$ cat config.mk
export PLATFORM = sky130hd
export DESIGN_NAME = ex_alu_mdu
export DESIGN_NICKNAME = d
export VERILOG_FILES = /design/src/rtl/ex_alu_mdu.sv
export SDC_FILE = /design/constraint.sdc
export NUM_CORES = 1
export LEC_CHECK = 0
export BUFFER_PORTS_ARGS = -buffer_cell sky130_fd_sc_hd__buf_2
export CORE_ASPECT_RATIO = 1.2
export CORE_MARGIN = 2
export CORE_UTILIZATION = 40
export DETAILED_ROUTE_END_ITERATION = 10
export GPL_TIMING_DRIVEN = 0
export SLEW_MARGIN = 40
export SYNTH_ARGS = -nofsm -noshare
export SYNTH_HDL_FRONTEND = slang
export SYNTH_SLANG_ARGS = --single-unit
export TNS_END_PERCENT = 50
$ cat constraint.sdc
create_clock -name clk -period 17.33 [get_ports clk]
set_clock_uncertainty 0.05 [all_clocks]
set_input_delay 0.8665 -clock clk [delete_from_list [all_inputs] [get_ports clk]]
set_output_delay 0.8665 -clock clk [all_outputs]
set_load 0.02 [all_outputs]
$ cat src/rtl/ex_alu_mdu.sv
// Registered integer execute stage: single-cycle ALU plus an iterative
// shift-add multiplier and restoring divider, with valid/ready on both sides.
module ex_alu_mdu #(
    parameter int XLEN = 32,
    parameter int SHW  = $clog2(XLEN)
) (
    input  logic            clk,
    input  logic            rst,
    input  logic            flush,
    input  logic            in_valid,
    output logic            in_ready,
    input  logic [4:0]      op,
    input  logic            b_imm,
    input  logic [4:0]      rd,
    input  logic [XLEN-1:0] rs1_data,
    input  logic [XLEN-1:0] rs2_data,
    input  logic [XLEN-1:0] imm,
    output logic            out_valid,
    input  logic            out_ready,
    output logic [4:0]      rd_out,
    output logic            out_we,
    output logic [XLEN-1:0] rd_data,
    output logic            busy
);

    localparam logic [XLEN-1:0] MIN_NEG  = {1'b1, {(XLEN-1){1'b0}}};
    localparam logic [XLEN-1:0] ALL_ONES = '1;

    typedef enum logic {IDLE, CALC} state_t;
    state_t state, state_next;

    logic [SHW-1:0]  count;
    logic [XLEN-1:0] acc_hi, acc_lo, opnd;
    logic            is_div_q, neg_q, neg_r;
    logic [1:0]      sel_q;
    logic [4:0]      rd_q;

    logic accept, load_iter, write_single, calc_done;

    // Operand selection and op-class decode
    logic [XLEN-1:0] opa, opb, a_mag, b_mag;
    logic [SHW-1:0]  shamt;
    logic            is_mdu, is_div, div_zero, div_ovf, is_iter;
    logic            a_signed, b_signed, a_neg, b_neg;

    assign opa      = rs1_data;
    assign opb      = b_imm ? imm : rs2_data;
    assign shamt    = opb[SHW-1:0];
    assign is_mdu   = (op[4:3] == 2'b10);
    assign is_div   = is_mdu && op[2];
    assign div_zero = (opb == '0);
    assign div_ovf  = !op[0] && (opa == MIN_NEG) && (opb == ALL_ONES);
    assign is_iter  = is_mdu && !(is_div && (div_zero || div_ovf));
    assign a_signed = is_mdu && (op[2] ? !op[0] : (op[1:0] == 2'b01 || op[1:0] == 2'b10));
    assign b_signed = is_mdu && (op[2] ? !op[0] : (op[1:0] == 2'b01));
    assign a_neg    = a_signed && opa[XLEN-1];
    assign b_neg    = b_signed && opb[XLEN-1];
    assign a_mag    = a_neg ? -opa : opa;
    assign b_mag    = b_neg ? -opb : opb;

    // Single-cycle results, including the divide special cases that skip iteration
    logic [XLEN-1:0] alu_result;
    logic            alu_defined;
    always_comb begin
        alu_result  = '0;
        alu_defined = 1'b1;
        case (op)
            5'd0:  alu_result = opa + opb;
            5'd1:  alu_result = opa - opb;
            5'd2:  alu_result = opa & opb;
            5'd3:  alu_result = opa | opb;
            5'd4:  alu_result = opa ^ opb;
            5'd5:  alu_result = opa << shamt;
            5'd6:  alu_result = opa >> shamt;
            5'd7:  alu_result = $signed(opa) >>> shamt;
            5'd8:  alu_result = {{(XLEN-1){1'b0}}, ($signed(opa) < $signed(opb))};
            5'd9:  alu_result = {{(XLEN-1){1'b0}}, (opa < opb)};
            5'd10: alu_result = opb;
            5'd16, 5'd17, 5'd18, 5'd19: alu_result = '0;
            5'd20, 5'd21: alu_result = div_zero ? ALL_ONES : MIN_NEG;
            5'd22, 5'd23: alu_result = div_zero ? opa : '0;
            default: alu_defined = 1'b0;
        endcase
    end

    // One multiply or divide iteration step and the sign-corrected final result
    logic [XLEN:0]     mul_sum, div_shift, div_diff;
    logic              div_ge;
    logic [XLEN-1:0]   hi_next, lo_next, quot, remd, mdu_result;
    logic [2*XLEN-1:0] product, product_fix;
    assign mul_sum   = {1'b0, acc_hi} + (acc_lo[0] ? {1'b0, opnd} : '0);
    assign div_shift = {acc_hi, acc_lo[XLEN-1]};
    assign div_diff  = div_shift - {1'b0, opnd};
    assign div_ge    = !div_diff[XLEN];
    always_comb begin
        if (is_div_q) begin
            hi_next = div_ge ? div_diff[XLEN-1:0] : div_shift[XLEN-1:0];
            lo_next = {acc_lo[XLEN-2:0], div_ge};
        end else begin
            hi_next = mul_sum[XLEN:1];
            lo_next = {mul_sum[0], acc_lo[XLEN-1:1]};
        end
        product     = {hi_next, lo_next};
        product_fix = neg_q ? -product : product;
        quot        = neg_q ? -lo_next : lo_next;
        remd        = neg_r ? -hi_next : hi_next;
        if (is_div_q)
            mdu_result = sel_q[1] ? remd : quot;
        else
            mdu_result = (sel_q == 2'b00) ? product_fix[XLEN-1:0] : product_fix[2*XLEN-1:XLEN];
    end

    // State register
    always_ff @(posedge clk) begin
        if (rst || flush)
            state <= IDLE;
        else
            state <= state_next;
    end

    // Next-state logic
    always_comb begin
        state_next = state;
        case (state)
            IDLE: if (load_iter) state_next = CALC;
            CALC: if (count == '0) state_next = IDLE;
            default: state_next = IDLE;
        endcase
    end

    // Handshake and control outputs
    always_comb begin
        in_ready     = !rst && !flush && (state == IDLE) && (!out_valid || out_ready);
        busy         = (state == CALC);
        accept       = in_valid && in_ready;
        load_iter    = accept && is_iter;
        write_single = accept && !is_iter;
        calc_done    = (state == CALC) && (count == '0) && !flush;
    end

    // Iteration registers: latch magnitudes on accept, step once per CALC cycle
    always_ff @(posedge clk) begin
        if (rst) begin
            count    <= '0;
            acc_hi   <= '0;
            acc_lo   <= '0;
            opnd     <= '0;
            is_div_q <= 1'b0;
            neg_q    <= 1'b0;
            neg_r    <= 1'b0;
            sel_q    <= '0;
            rd_q     <= '0;
        end else if (flush) begin
            count <= '0;
        end else if (load_iter) begin
            count    <= SHW'(XLEN-1);
            acc_hi   <= '0;
            acc_lo   <= is_div ? a_mag : b_mag;
            opnd     <= is_div ? b_mag : a_mag;
            is_div_q <= is_div;
            neg_q    <= a_neg ^ b_neg;
            neg_r    <= a_neg;
            sel_q    <= op[1:0];
            rd_q     <= rd;
        end else if (state == CALC) begin
            acc_hi <= hi_next;
            acc_lo <= lo_next;
            count  <= count - 1'b1;
        end
    end

    // Output register: holds a result until the consumer takes it
    always_ff @(posedge clk) begin
        if (rst) begin
            out_valid <= 1'b0;
            rd_out    <= '0;
            out_we    <= 1'b0;
            rd_data   <= '0;
        end else if (flush) begin
            out_valid <= 1'b0;
        end else if (calc_done) begin
            out_valid <= 1'b1;
            rd_out    <= rd_q;
            out_we    <= (rd_q != 5'd0);
            rd_data   <= mdu_result;
        end else if (write_single) begin
            out_valid <= 1'b1;
            rd_out    <= rd;
            out_we    <= alu_defined && (rd != 5'd0);
            rd_data   <= alu_result;
        end else if (out_valid && out_ready) begin
            out_valid <= 1'b0;
        end
    end

endmodule

==> impl_results.md <==
* Internal power at 737 uW
* Initial Util at 40.3%
* Switching share of total power at 48.6%
* Hold Crit Start: rd_q[1]
* Setup bufs post-CTS at 0
* Initial antenna violation count at 8
* Main synth FF type: dfxtp_1
* Drt pass-1 iters at 8
* Final setup viols at 0
* Final hold viol count at 0
* Max rail drop VDD at 73.4 uV
* Synth cell types at 114
* P_sw at 696 uW
* P_leak at 11.0 nW
* Final cycle utilization of the critical path at 51.3%
* CP Launch Type: primary input
* Worst-path clk slew at 0.07 ns
* Post-synth EDFFs at 0
* Dpl cell area at 0.0266 mm2
* RSZ-0062 raised after global routing: false
* Max FO, Critical Path at 11
* Via count at 31400
* Nets@finish at 4043
* Slew headroom at 32.5%
* I/O Pins at 153
* Largest area contributor in the netlist: dfxtp_1
* Number of global-route vias before repair at 30900
* FILL cells at 6640
* Clock root cell: clkbuf_16
* Count of final max-slew check failures at 0
* GP Congestion at 1.14
* Drt total wl at 161000 um
* Syn Nets at 3870
* CP required at 17.62 ns
* Hold-critical path depth at 2
* Design Power at 1.43 mW
* Worst-margin pin slew at 0.984 ns
* First-pass GRT wire length at 225000 um
* Top post-synthesis cells by area: dfxtp_1, ha_1, a21oi_1, o21ai_0, nand2_1
* Crit path time final at 8.89 ns
* WL/cell at 35.1 um
* Hold endpoint: rd_q[1]
* GRT Util Overall at 49.6%
* Critical path arrival at 9.19 ns
* Synth Instances at 3583
* Top-area cell type share of the netlist area at 12.4%
* Hold buffers post-CTS at 0
* Grt met2 use at 82.8%
* Overflow left after global routing at 0
* Clock Latency Late Sink at 0.48 ns
* Clk sink count at 151
* DRT antenna net count at 0
* HP Class: flip-flop to flip-flop
* Multi-input logic area at 0.0200 mm2
* Power share of the clock group at 26.1%
* H-tree levels at 4
* Layout area overhead at 11.2%
* Dpl ws at 8.34 ns
* Worst reg2reg path depth at 28
* Sequential power share at 25.0%
* Post-DP HPWL at 131000 um
* YS warnings at 0
* Seq cells post-synth at 151
* Seq/Total Area, Yosys at 12.4%
* Mapped Avg Cell Area at 6.82 um2
* Setup WS post-layout at 8.44 ns
* DR vias/cell at 6.86
* Fraction of final layout cells sized beyond drive strength 1 at 11.2%
* Most common cell in the netlist: nand2_1
* # rows at 99
* GRT Max-Usage Layer: met2
* Largest net degree at the start of global routing at 17
* GRT met1 Usage at 47.3%
* Max Buffers Root-to-Sink at 2
* Share of synthesized registers carrying an async set or reset at 0%
* I/O Buffers at 150
* Max-cap viol count at 0
* Post_cts resized at 0
* Most common library cells after synthesis: nand2_1, nor2_1, a21oi_1, o21ai_0, clkbuf_1
* Critical path endpoint category: flip-flop
* Core Box Area at 0.0607 mm2
* DRC Markers at 0
* Die Y at 275 um
* Outcome: completed
* Combinational share of power at 48.9%
* Cts bufs inserted at 17
* Fmax at 112 MHz
* WS Path Type: primary input to flip-flop
* Die area at 0.0631 mm2
* Fin area at 0.0272 mm2
* R2r startpoint: acc_lo[31]
* Reg-to-Reg End: rd_data[22]
* Pwr Density at 52.7 mW/mm2
* Iteration-0 DRC Markers at 3465
* Routing usage on met3 at 10.8%
* CTS tree: built
* Register Area at 0.00302 mm2
* Final setup TNS at 0 ns
* DIE WIDTH at 230 um
* Worst-case register-to-register setup slack at 9.10 ns
* Mapped Area at 0.0245 mm2
## cell usage in the layout (no fill, tap or decap), types with 16 or more instances in the layout
cell / instances
buf_1: 21
o31ai_1: 38
mux2_2: 27
or4_1: 16
nand2_1: 390
nor3_1: 90
o21ai_0: 292
buf_2: 166
ha_1: 171
a31oi_1: 39
clkbuf_2: 44
xnor2_1: 150
mux2i_2: 21
nand3_1: 66
o211ai_1: 66
or2_2: 18
dfxtp_1: 151
and3_1: 17
clkbuf_16: 17
a22oi_1: 26
xor2_1: 43
or3_1: 26
a222oi_1: 16
inv_1: 145
clkbuf_1: 153
a21oi_1: 328
o21bai_1: 22
a211oi_1: 103
o41ai_1: 16
o21a_1: 22
nand4_1: 42
nor4_1: 17
a21o_1: 37
a221oi_1: 36
mux2i_1: 119
nor2_1: 377
nand2b_1: 23
and2_1: 43
o22ai_1: 53
## critical path, cell delays in order
cell	delay (ns)
clkbuf_1	0.18
buf_2	0.44
buf_2	0.56
mux2i_2	0.80
clkbuf_2	0.58
clkbuf_1	0.50
clkbuf_1	0.57
ha_1	0.21
clkbuf_1	0.36
o21a_1	0.19
o21ai_0	0.10
o31ai_1	0.56
o22ai_1	0.30
o31ai_1	0.65
a2111oi_2	0.24
o31ai_1	0.37
a21oi_1	0.22
o311ai_0	0.38
o41ai_1	0.13
a21oi_1	0.18
o21ai_0	0.24
a221oi_1	0.39
a311oi_1	0.13
## logic make-up after synthesis
logic type / count (synthesis) / synth area share (%)
xor+xnor: 193 / 6.91
flops: 151 / 12.4
simple gates: 1197 / 22.4
mux: 178 / 7.68
buf+inv: 406 / 7.05
fa+ha+maj: 175 / 9.08
compound gates: 1283 / 34.5
## layout make-up
| type | instances | share of cell area [%] |
|---|---|---|
| multi-input cells | 3026 | 73.7 |
| flip-flops and latches | 151 | 11.1 |
| plain buffers | 256 | 4.49 |
| well taps | 808 | 3.72 |
| repair buffers | 154 | 2.90 |
| inverters | 150 | 2.07 |
| clock buffers | 17 | 1.56 |
| clock inverters | 14 | 0.432 |
| diodes | 5 | 0.0460 |
## metal layers
metal	part of all wire, %	vias up
met4	15	4
met5	0.016	-
met3	7.7	974
li1	-	13600
met2	46	2110
met1	32	14700
## sequential cells by signal, summed over array words and instances, names as in the netlist, 2 cells and up
| name | count |
|---|---|
| rd_data | 32 |
| acc_lo | 32 |
| opnd | 32 |
| rd_q | 5 |
| count | 5 |
| acc_hi | 32 |
| sel_q | 2 |
| rd_out | 5 |
## worst max path at each step
stage,startpoint,endpoint,slack (ns),cells past startpoint
floorplan,b_imm,rd_data[29],10.92,23
global placement,b_imm,rd_data[29],7.13,23
detailed placement,b_imm,rd_data[29],8.34,23
CTS,b_imm,rd_data[29],8.82,23
global route,b_imm,rd_data[29],8.19,23
finish,b_imm,rd_data[31],8.44,23
## through the flow
step | instances | hold slack, ns | util, %
floorplan | 3583 | 0.390 | -
global placement | 4541 | 0.411 | 43.2
detailed placement | 4545 | 0.412 | 43.8
CTS | 4576 | 0.421 | 44.7
global route | 4576 | 0.450 | 44.8
finish | 4581 | 0.421 | 44.8
## power groups by stage
stage | Sequential, mW | Clock (mW) | Combinational, mW
after detailed placement | 0.366 | 0 | 0.656
after global routing | 0.358 | 0.383 | 0.721
after global placement | 0.366 | 0 | 0.651
after floorplan | 0.367 | 0 | 0.381
final | 0.358 | 0.374 | 0.701
after CTS | 0.358 | 0.367 | 0.658
(Power assumes the default switching activity.)
